### config.mk
export PLATFORM = sky130hd
export DESIGN_NAME = comp_serial
export DESIGN_NICKNAME = d
export VERILOG_FILES = /design/src/rtl/comp_serial.sv
export SDC_FILE = /design/constraint.sdc
export NUM_CORES = 1
export LEC_CHECK = 0
export CAP_MARGIN = 20
export CORE_AREA = 5 5 93 95
export CTS_CLUSTER_SIZE = 14
export DETAILED_ROUTE_END_ITERATION = 6
export DIE_AREA = 0 0 98 100
export MAX_ROUTING_LAYER = met4
export PLACE_DENSITY_LB_ADDON = 0.08
export SETUP_SLACK_MARGIN = 0.3
export SYNTH_ARGS = -nofsm -noshare
export SYNTH_HDL_FRONTEND = slang
export SYNTH_SLANG_ARGS = --single-unit
### constraint.sdc
create_clock -name i_clk -period 2.2 [get_ports i_clk]
set_input_delay 0.44 -clock i_clk [delete_from_list [all_inputs] [get_ports i_clk]]
set_output_delay 0.44 -clock i_clk [all_outputs]
set_load 0.05 [all_outputs]
### src/rtl/comp_serial.sv
// comp_serial: multi-cycle MSB-first magnitude comparator.
// Compares two WIDTH-bit operands DIGIT bits per clock, signed or unsigned.
// It stops at the first differing slice and reports a one-hot EQ/GT/LT result.
//
// Handshake: i_start is accepted only in IDLE or DONE. The accepting edge
// captures i_a, i_b and i_signed_mode, clears the result flags and moves to
// CMP. While o_busy=1 (CMP), i_start is ignored. o_done pulses high for
// exactly one cycle in DONE. From that cycle, exactly one of o_eq/o_gt/o_lt
// stays high until the next accepting edge. If i_start is high during DONE,
// a new compare starts on the next edge without passing through IDLE.
module comp_serial #(
   parameter int WIDTH = 32,
   parameter int DIGIT = 2
) (
   input  logic             i_clk,
   input  logic             i_rst_n,
   input  logic             i_start,
   input  logic             i_signed_mode,
   input  logic [WIDTH-1:0] i_a,
   input  logic [WIDTH-1:0] i_b,
   output logic             o_busy,
   output logic             o_done,
   output logic             o_eq,
   output logic             o_gt,
   output logic             o_lt,
   output logic [1:0]       o_state
);

   localparam int N     = WIDTH / DIGIT;
   localparam int IDX_W = (N > 1) ? $clog2(N) : 1;
   localparam int SH_W  = $clog2(WIDTH) + 1;

   // Flipping the sign bit of both operands maps two's-complement order onto
   // unsigned order, so a single unsigned slice compare serves both modes.
   localparam logic [WIDTH-1:0] MSB_MASK = (WIDTH)'(1) << (WIDTH - 1);
   localparam logic [IDX_W-1:0] IDX_TOP  = IDX_W'(N - 1);

   typedef enum logic [1:0] {
      ST_IDLE = 2'd0,
      ST_CMP  = 2'd1,
      ST_DONE = 2'd2
   } state_t;

   state_t           r_state;
   state_t           w_state_nxt;
   logic [WIDTH-1:0] r_a;
   logic [WIDTH-1:0] r_b;
   logic [WIDTH-1:0] w_a_nxt;
   logic [WIDTH-1:0] w_b_nxt;
   logic [IDX_W-1:0] r_idx;
   logic [IDX_W-1:0] w_idx_nxt;
   logic             r_eq;
   logic             r_gt;
   logic             r_lt;
   logic             w_eq_nxt;
   logic             w_gt_nxt;
   logic             w_lt_nxt;

   logic [WIDTH-1:0] w_flip;
   logic [SH_W-1:0]  w_base;
   logic [DIGIT-1:0] w_slice_a;
   logic [DIGIT-1:0] w_slice_b;
   logic             w_slice_gt;
   logic             w_slice_lt;
   logic             w_accept;

   // Operand pre-conditioning and the slice currently under comparison.
   assign w_flip     = i_signed_mode ? MSB_MASK : '0;
   assign w_base     = SH_W'(r_idx) * SH_W'(DIGIT);
   assign w_slice_a  = r_a[w_base +: DIGIT];
   assign w_slice_b  = r_b[w_base +: DIGIT];
   assign w_slice_gt = (w_slice_a > w_slice_b);
   assign w_slice_lt = (w_slice_a < w_slice_b);
   assign w_accept   = i_start && (r_state != ST_CMP);

   // Next-state and datapath update: capture on accept, walk slices in CMP.
   always_comb begin
      w_state_nxt = r_state;
      w_a_nxt     = r_a;
      w_b_nxt     = r_b;
      w_idx_nxt   = r_idx;
      w_eq_nxt    = r_eq;
      w_gt_nxt    = r_gt;
      w_lt_nxt    = r_lt;

      case (r_state)
         ST_IDLE, ST_DONE: begin
            if (w_accept) begin
               w_state_nxt = ST_CMP;
               w_a_nxt     = i_a ^ w_flip;
               w_b_nxt     = i_b ^ w_flip;
               w_idx_nxt   = IDX_TOP;
               w_eq_nxt    = 1'b0;
               w_gt_nxt    = 1'b0;
               w_lt_nxt    = 1'b0;
            end else begin
               w_state_nxt = ST_IDLE;
            end
         end
         ST_CMP: begin
            if (w_slice_gt) begin
               w_gt_nxt    = 1'b1;
               w_state_nxt = ST_DONE;
            end else if (w_slice_lt) begin
               w_lt_nxt    = 1'b1;
               w_state_nxt = ST_DONE;
            end else if (r_idx == '0) begin
               w_eq_nxt    = 1'b1;
               w_state_nxt = ST_DONE;
            end else begin
               w_idx_nxt   = r_idx - 1'b1;
            end
         end
         default: begin
            w_state_nxt = ST_IDLE;
         end
      endcase
   end

   // State, operand, index and result registers.
   always_ff @(posedge i_clk or negedge i_rst_n) begin
      if (!i_rst_n) begin
         r_state <= ST_IDLE;
         r_a     <= '0;
         r_b     <= '0;
         r_idx   <= '0;
         r_eq    <= 1'b0;
         r_gt    <= 1'b0;
         r_lt    <= 1'b0;
      end else begin
         r_state <= w_state_nxt;
         r_a     <= w_a_nxt;
         r_b     <= w_b_nxt;
         r_idx   <= w_idx_nxt;
         r_eq    <= w_eq_nxt;
         r_gt    <= w_gt_nxt;
         r_lt    <= w_lt_nxt;
      end
   end

   assign o_busy  = (r_state == ST_CMP);
   assign o_done  = (r_state == ST_DONE);
   assign o_eq    = r_eq;
   assign o_gt    = r_gt;
   assign o_lt    = r_lt;
   assign o_state = r_state;

endmodule

# == After elaboration in Yosys (flattened, before gate mapping) ==
# Cells that the tools add are included.
# totals
ff_bits,73
in_bits,68
output_inout_bits,7
elab_cells,56
# op_classes
addsub,1
n_lt_le_gt_ge,2
n_eq_ne,11
n_shift,2
mux,21
n_bitwise,2
reduce_logical,10
# ops
operator,count
$shiftx 32x6->2,2
$xor 32x32->32,2
$mux 32,1
$mux 4,4
$reduce_and 5->1,2
$mux 1,8
$ne 2x1->1 const B,4
$ne 2x2->1 const B,4
$pmux 4 s2,1
$mux 2,3
$pmux 1 s2,3
$logic_not 4->1,1
$ne 4x1->1 const B,1
$pmux 2 s2,1
$reduce_and 4->1,1
$sub 4x1->4 const B,1
$reduce_and 3->1,1
$eq 2x1->1 const B,1
$eq 2x2->1 const B,1
$gt 2x2->1,1
$logic_not 2->1,1
$lt 2x2->1,1
$reduce_and 2->1,1
$reduce_bool 2->1,1
other kinds (2),2

# == Longest topological paths before layout ==
# Gate-level depths: netlist of the first run.
# logic_depth
depth_word,5
ltp_mapped,12
ltp_nobuf,10

# == Worst setup path before layout of the first run ==
# Ideal clock, no wire load.
# synth_path
path_type,reg2reg
start,reg r_idx[0]
end,reg r_idx[0]
setup_ns,0.127
arrival_time_ns,2.096
required_ns,2.073
slack_ns,-0.023
stages_incl_launch_ff,12
n_path_buf,2
synth_period_minus_slack_ns,2.223
path_cell_list,dfrtp_1 -> buf_6 -> buf_12 -> mux2i_1 -> a221oi_2 -> a21oi_1 -> o211a_1 -> ha_1 -> nand2_1 -> nor2b_1 -> and4_1 -> a21oi_1
# synth_between
elab_chain_len,5
word_cells_on_any_way,14
cone_classes,1 x add/sub; 2 x order compare; 3 x eq/ne; 2 x shift; 4 x mux; 2 x reduce/logical
# synth_rtl
element,line,text
start: declaration,50,logic [IDX_W-1:0] r_idx;
start signal: assignment,134,r_idx <= w_idx_nxt;
branches (longest 5 deep; another with $lt 2x2->1),--,
# Parallel ways; which one is timed is not known. The select of a mux whose other input is x is not followed.
# A chain may end at the register's enable or synchronous reset.

# == Worst setup path in the final report of the first run ==
# layout_path
start,reg r_idx[0]
end,reg r_state[1] (netlist: o_state[1])
# layout_between
elab_chain_len,5
word_cells_on_any_way,9
cone_classes,2 x order compare; 1 x eq/ne; 2 x shift; 3 x mux; 1 x reduce/logical
# layout_rtl
element,line,text
"$shiftx 32x6->2, on equally long branches","70, 71",
$lt 2x2->1,73,assign w_slice_lt = (w_slice_a < w_slice_b);
$mux 2,104,end else if (w_slice_lt) begin
$mux 2,101,if (w_slice_gt) begin
$pmux 2 s2,86,case (r_state)
end signal: assignment,131,r_state <= w_state_nxt;
end: declaration,44,state_t r_state;
# Parallel ways exist; a longest one is shown, timed or not.

==> results of run 1 <==
per-stage QoR:
stage | setup TNS [ns] | total power [mW] | util, %
5_1_grt | -1.336 | 6.372 | 60.86
3_3_place_gp | -0.2100 | 4.814 | 57.46
2_1_floorplan | 0 | 4.156 | -
6_report | -0.4839 | 5.922 | 60.86
4_1_cts | -0.4006 | 5.764 | 59.72
3_5_place_dp | -0.8657 | 4.863 | 57.46
kinds of logic (layout without fill, tap and decap cells):
logic type / count (synthesis) / in the layout / share of synthesized area (%)
adders and majority gates: 3 / 3 / 1.089
and+or+nand+nor: 213 / 213 / 24.42
AOI/OAI and AO/OA: 29 / 29 / 6.132
xor gates and xnor gates: 4 / 4 / 1.016
muxes: 24 / 24 / 10.09
buffers and inverters: 28 / 115 / 4.281
DFF: 73 / 73 / 52.98
state kept, by name, summed over array words and instances (netlist names):
name / cells
r_a: 32
r_b: 32
r_idx: 4
o_state: 2
o_eq: 1
o_gt: 1
o_lt: 1
worst min path at each step:
stage / start / endpoint / slack, ns / cells after the start
after floorplan: i_rst_n / o_eq$_DFFE_PN0P_ / 0.14 / 0
after global placement: i_rst_n / r_a[10]$_DFFE_PN0P_ / 0.41 / 1
after detailed placement: i_rst_n / r_a[10]$_DFFE_PN0P_ / 0.40 / 1
after CTS: i_rst_n / r_a[10]$_DFFE_PN0P_ / 0.03 / 1
after global routing: i_rst_n / r_a[10]$_DFFE_PN0P_ / 0.04 / 1
final: i_rst_n / r_a[10]$_DFFE_PN0P_ / 0.02 / 1
power by group:
group,internal (mW),switching (mW),total (mW)
combinational,1.30,1.46,2.76
clock,0.420,0.453,0.873
sequential,1.95,0.333,2.29
total,3.68,2.25,5.92
synth_stat cells, drive strengths merged:
library cell / count / share of area, %
mux2i: 16 / 4.6
nand4: 2 / 0.36
dfrtp: 73 / 53
a21o: 1 / 0.22
a32o: 1 / 0.29
xor2: 1 / 0.25
clkbuf: 10 / 1.1
nor3b: 1 / 0.22
nor3: 1 / 0.14
a211oi: 1 / 0.22
nor2b: 4 / 0.73
nand3: 2 / 0.29
o21ai: 7 / 1.0
buf: 12 / 2.5
inv: 5 / 0.54
ha: 3 / 1.1
o211a: 2 / 0.58
nand2: 192 / 21
nand2b: 3 / 0.54
a22oi: 4 / 0.87
nor2: 6 / 0.73
xnor2: 3 / 0.76
mux4: 8 / 5.4
a21oi: 6 / 0.87
and4: 2 / 0.51
a221oi: 6 / 1.9
clkinv: 1 / 0.11
a31oi: 1 / 0.18
worst max-delay path, stage by stage (launching register included):
cell and delay [ns]:
dfrtp_2 0.46, buf_12 0.17, buf_4 0.14, mux2i_1 0.13, a221oi_2 0.31, nor2_1 0.12, o21ai_2 0.18, ha_4 0.24
nand2_4 0.08, nor2b_4 0.05, o21ai_2 0.18, inv_1 0.08, nor2_1 0.10
area by class of cell:
cell class | count | area (um^2)
Multi-Input combinational cell | 273 | 1584
Fill cell | 663 | 2993
Clock buffer | 12 | 145.1
Tap cell | 102 | 127.6
Inverter | 6 | 22.52
Sequential cell | 73 | 1828
Clock inverter | 1 | 5.005
Timing Repair Buffer | 96 | 942.2
per-layer routing:
layer / vias up / GRT usage, % / routed length, um / share of wire [%]
met5: - / - / 0 / 0
met4: 0 / 8.200 / 133 / 1.7
met3: 11 / 4.309 / 352 / 4.4
met2: 60 / 26.96 / 3871 / 48
met1: 1301 / 22.53 / 3661 / 46
li1: 1383 / - / - / -
repair_timing:
| item | CTS | global route |
|---|---|---|
| setup endpoints to repair | 15 | 10 |
| gates resized for setup | 8 | 9 |
| setup buffers | 2 | 3 |
| gates cloned | 0 | 1 |
| pin swaps | 0 | 8 |
==> impl_metrics.ini, run 1 <==
[outcome]
outcome = finished, violations left
violations = negative setup slack

[global_routing]
grt_use_total_pct = 17.74
grt_pass1_vias = 2888
grt_pass1_wl_mm = 13.48
gr-total-overflow = 0
grt_max_degree = 43
antenna_found_initial = 0

[floorplan]
die-area_um2 = 9800
ios = 75
fp-row-count = 32
fp.coreArea_um2 = 7647
dieWidth_um = 98
initial_core_util_pct = 45.09
die_y_um = 100

[routing]
wire_per_inst_um = 14.24
drt-total-wl_mm = 8.018
num_vias = 2755
drtIter0Drc = 95
drc_errors = 0
vias_per_cell = 4.893
ant_nets = 0
first_pass_iters = 4

[final_layout]
final_nets = 530
design_area_um2 = 4654
drive_above_1_share_pct = 13.88
final_cells = 563
layout_commonest_cell = nand2_1
antennaDiodeCount = 0
final_cell_mix = nand2_1 (191), dfrtp_1 (72), clkdlybuf4s50_1 (66)
synthToLayoutAreaGrowth_pct = 34.98

[logic_synthesis]
syn_inst = 374
ys_warn_count = 0
yosysSeqAreaShare_pct = 52.98
syn-cell-area_um2 = 3448
ys_seq_elements = 73
avgSynthCellArea_um2 = 9.220
synth.distinct_cells = 37
syn-num-nets = 445

[worst_setup_path]
r2r_cells = 12
reg2reg_slack_ns = -0.12
worst_setup_path_end_kind = flip-flop
start_kind = flip-flop
path_max_fanout = 8
rr_startpoint = r_idx[0]$_DFFE_PN0P_
setup.worst_path.start = r_idx[0]$_DFFE_PN0P_
critPathCapture = o_state[1]$_DFFE_PN0P_
worstSetupPathType = reg -> reg
r2r_end = o_state[1]$_DFFE_PN0P_
cp.arrival_ns = 2.60
crit_required_ns = 2.48

[timing]
finClkSkew_ns = 0.008209
min_period_ns = 2.319
final-max-slew-violation-count = 0
final_hold_viol_count = 0
clock.fmax_ghz = 0.4312
finalSetupViolations = 7
slew_headroom_pct = 66.44
fin_crit_sh_pct = 105.4
fin_hold_ws_ns = 0.01902
layout_setup_ws_ns = -0.1191
worst_pin_slew_ns = 0.5054
grt_setup_unrepaired = yes

[place]
gp_congestion = 0.8112
placed_area_um2 = 4394
hpwlAfterDp_mm = 5.652
placed_cells = 544
place_ws_ns = -0.1480
io_buffers = 74

[clock_network]
cts_num_sinks = 73
cts_buffer_depth = 2
cts-root-buf = clkbuf_8
numCtsBuffers = 9
cts_max_level = 3
path_clk_slew_ns = 0.07
cts_tree = built
hold_buffers = 0
clk_latency_ns = 0.35

[run]
maxCapViolCount = 0

[pwr]
leakage_nw = 2.394
powerDensity_nw_per_um2 = 1272
vdd_drop_max_uv = 476.6

[hold_path]
hold_class = in -> async
No activity file was read; power rests on OpenSTA's default activity.
==> run 2: changes to the inputs <==
--- a/config.mk
+++ b/config.mk
@@ -6,10 +6,10 @@
 export NUM_CORES = 1
 export LEC_CHECK = 0
 export CAP_MARGIN = 20
-export CORE_AREA = 5 5 93 95
+export CORE_AREA = 10 10 98 100
 export CTS_CLUSTER_SIZE = 14
 export DETAILED_ROUTE_END_ITERATION = 6
-export DIE_AREA = 0 0 98 100
+export DIE_AREA = 0 0 108 110
 export MAX_ROUTING_LAYER = met4
 export PLACE_DENSITY_LB_ADDON = 0.08
 export SETUP_SLACK_MARGIN = 0.3
==> impl_metrics.ini, run 2 (synthesized netlist as in run 1, its figures left out) <==
[outcome]
outcome = finished, violations left
violations = negative setup slack

[worst_setup_path]
crit_required_ns = 2.45
r2r_end = r_idx[0]$_DFFE_PN0P_
reg2reg_slack_ns = -0.13
cp.arrival_ns = 2.58
path_max_fanout = 12
worstSetupPathType = reg -> reg
start_kind = flip-flop
r2r_cells = 9
worst_setup_path_end_kind = flip-flop
setup.worst_path.start = r_idx[0]$_DFFE_PN0P_
rr_startpoint = r_idx[0]$_DFFE_PN0P_

[hold_path]
hold_class = in -> async

[routing]
drtIter0Drc = 79
wire_per_inst_um = 14.71
drt-total-wl_mm = 8.280
vias_per_cell = 4.829
num_vias = 2719
ant_nets = 0
drc_errors = 0
first_pass_iters = 4

[final_layout]
synthToLayoutAreaGrowth_pct = 36.87
utilization_pct = 61.71
reg_top3 = r_a (32), r_b (32), r_idx (4)
layout_commonest_cell = nand2_1
final_cells = 563
drive_above_1_share_pct = 14.32
antennaDiodeCount = 0
final_nets = 528
final_cell_mix = nand2_1 (191), dfrtp_1 (72), clkdlybuf4s50_1 (66)

[clock_network]
cts_num_sinks = 73
numCtsBuffers = 9
cts-root-buf = clkbuf_8
cts_tree = built
clk_latency_ns = 0.34
path_clk_slew_ns = 0.07
cts_max_level = 3
cts_buffer_depth = 2
hold_buffers = 0

[timing]
layout_setup_ws_ns = -0.1257
final-max-slew-violation-count = 0
fin_crit_sh_pct = 105.7
slew_headroom_pct = 66.22
finalSetupViolations = 8
finClkSkew_ns = 0.008351
min_period_ns = 2.326
worst_pin_slew_ns = 0.5088
final_hold_viol_count = 0
grt_setup_unrepaired = yes
clock.fmax_ghz = 0.4300

[pwr]
vdd_drop_max_uv = 527.6
power_frac_clock_pct = 18.0
switchingPower_mw = 2.232
swShare_pct = 36.48
pwr-share-seq_pct = 37.3
internal_power_mw = 3.887
leakage_nw = 2.430
powerDensity_nw_per_um2 = 1297
share_comb_of_total_power_pct = 44.7

[place]
gp_congestion = 0.7999
io_buffers = 74
hpwlAfterDp_mm = 5.901
placed_cells = 544

[run]
maxCapViolCount = 0

[floorplan]
die_y_um = 110
dieWidth_um = 108
die-area_um2 = 11880
initial_core_util_pct = 45.09
ios = 75
fp.coreArea_um2 = 7647
fp-row-count = 32

[global_routing]
antenna_found_initial = 0
grt_pass1_wl_mm = 13.86
grt_max_degree = 65
grt_use_total_pct = 15.11
grt_pass1_vias = 2839
gr-total-overflow = 0
==> run 2: cell types whose count changed in the layout (fill, tap and decap cells not counted), moves of 2 or more <==
| cell | delta |
|---|---|
| clkbuf_1 | -2 |
| buf_4 | -2 |
| buf_12 | +2 |
| clkinv_2 | +2 |
| bufinv_16 | +2 |
| buf_6 | -2 |
==> run 2: per-stage QoR <==
| step | hold WS, ns | instance area [um^2] | setup slack, ns | setup TNS (ns) | power [mW] |
|---|---|---|---|---|---|
| floorplan | 0.1444 | 3505 | 0.08228 | 0 | 4.156 |
| global placement | 0.3998 | 4407 | -0.07502 | -0.2668 | 4.836 |
| detailed placement | 0.4005 | 4407 | -0.1073 | -0.5484 | 4.888 |
| CTS | 0.02769 | 4703 | -0.1068 | -0.4099 | 6.161 |
| global route | 0.03523 | 4720 | -0.2676 | -1.842 | 6.611 |
| finish | 0.02241 | 4720 | -0.1257 | -0.4219 | 6.119 |
==> run 2: worst max-delay path, cell delays in order, from the launching register on <==
cell and delay (ns):
dfrtp_2 0.44, buf_12 0.17, mux4_2 0.55, a22oi_2 0.20, o21ai_2 0.10, ha_4 0.30, nand2_4 0.06, nor2b_4 0.14
o21ai_2 0.08, a21oi_1 0.20
==> run 2: area by class of cell <==
cell class,instances,area (um^2)
Inverter,6,22.52
Fill cell,663,2928
Timing Repair Buffer,94,952.2
Multi-Input combinational cell,273,1582
Tap cell,102,127.6
Sequential cell,73,1828
Clock buffer,9,123.9
Clock inverter,6,83.83
==> run 2: per-layer routing <==
metal / up-vias / global-route usage [%] / share of wire (%)
met2: 58 / 23.79 / 48
met4: 0 / 4.198 / 1.4
met1: 1269 / 18.46 / 46
met3: 9 / 4.643 / 4.9
met5: - / - / 0
li1: 1383 / - / -
==> run 2: how the worst max path moves through the flow <==
stage                                end  slack [ns]
global route        r_idx[0]$_DFFE_PN0P_       -0.27
finish              r_idx[0]$_DFFE_PN0P_       -0.13
floorplan           r_idx[0]$_DFFE_PN0P_        0.08
CTS                 r_idx[1]$_DFFE_PN0P_       -0.11
detailed placement  r_idx[0]$_DFFE_PN0P_       -0.11
global placement    r_idx[0]$_DFFE_PN0P_       -0.08
==> run 2: what timing repair did <==
action	4_1_cts	5_1_grt
endpoints found under the setup margin	15	10
pin swaps	0	9
setup buffers	2	1
gates resized for setup	13	2
gates cloned	1	0
hold endpoints to repair	0	0
==> run 2: power groups by stage <==
stage | clock [mW] | sequential, mW | combinational, mW
2_1_floorplan | 0 | 2.30 | 1.85
3_3_place_gp | 0 | 2.29 | 2.55
3_5_place_dp | 0 | 2.30 | 2.59
4_1_cts | 1.13 | 2.28 | 2.75
5_1_grt | 1.19 | 2.37 | 3.04
6_report | 1.10 | 2.28 | 2.73
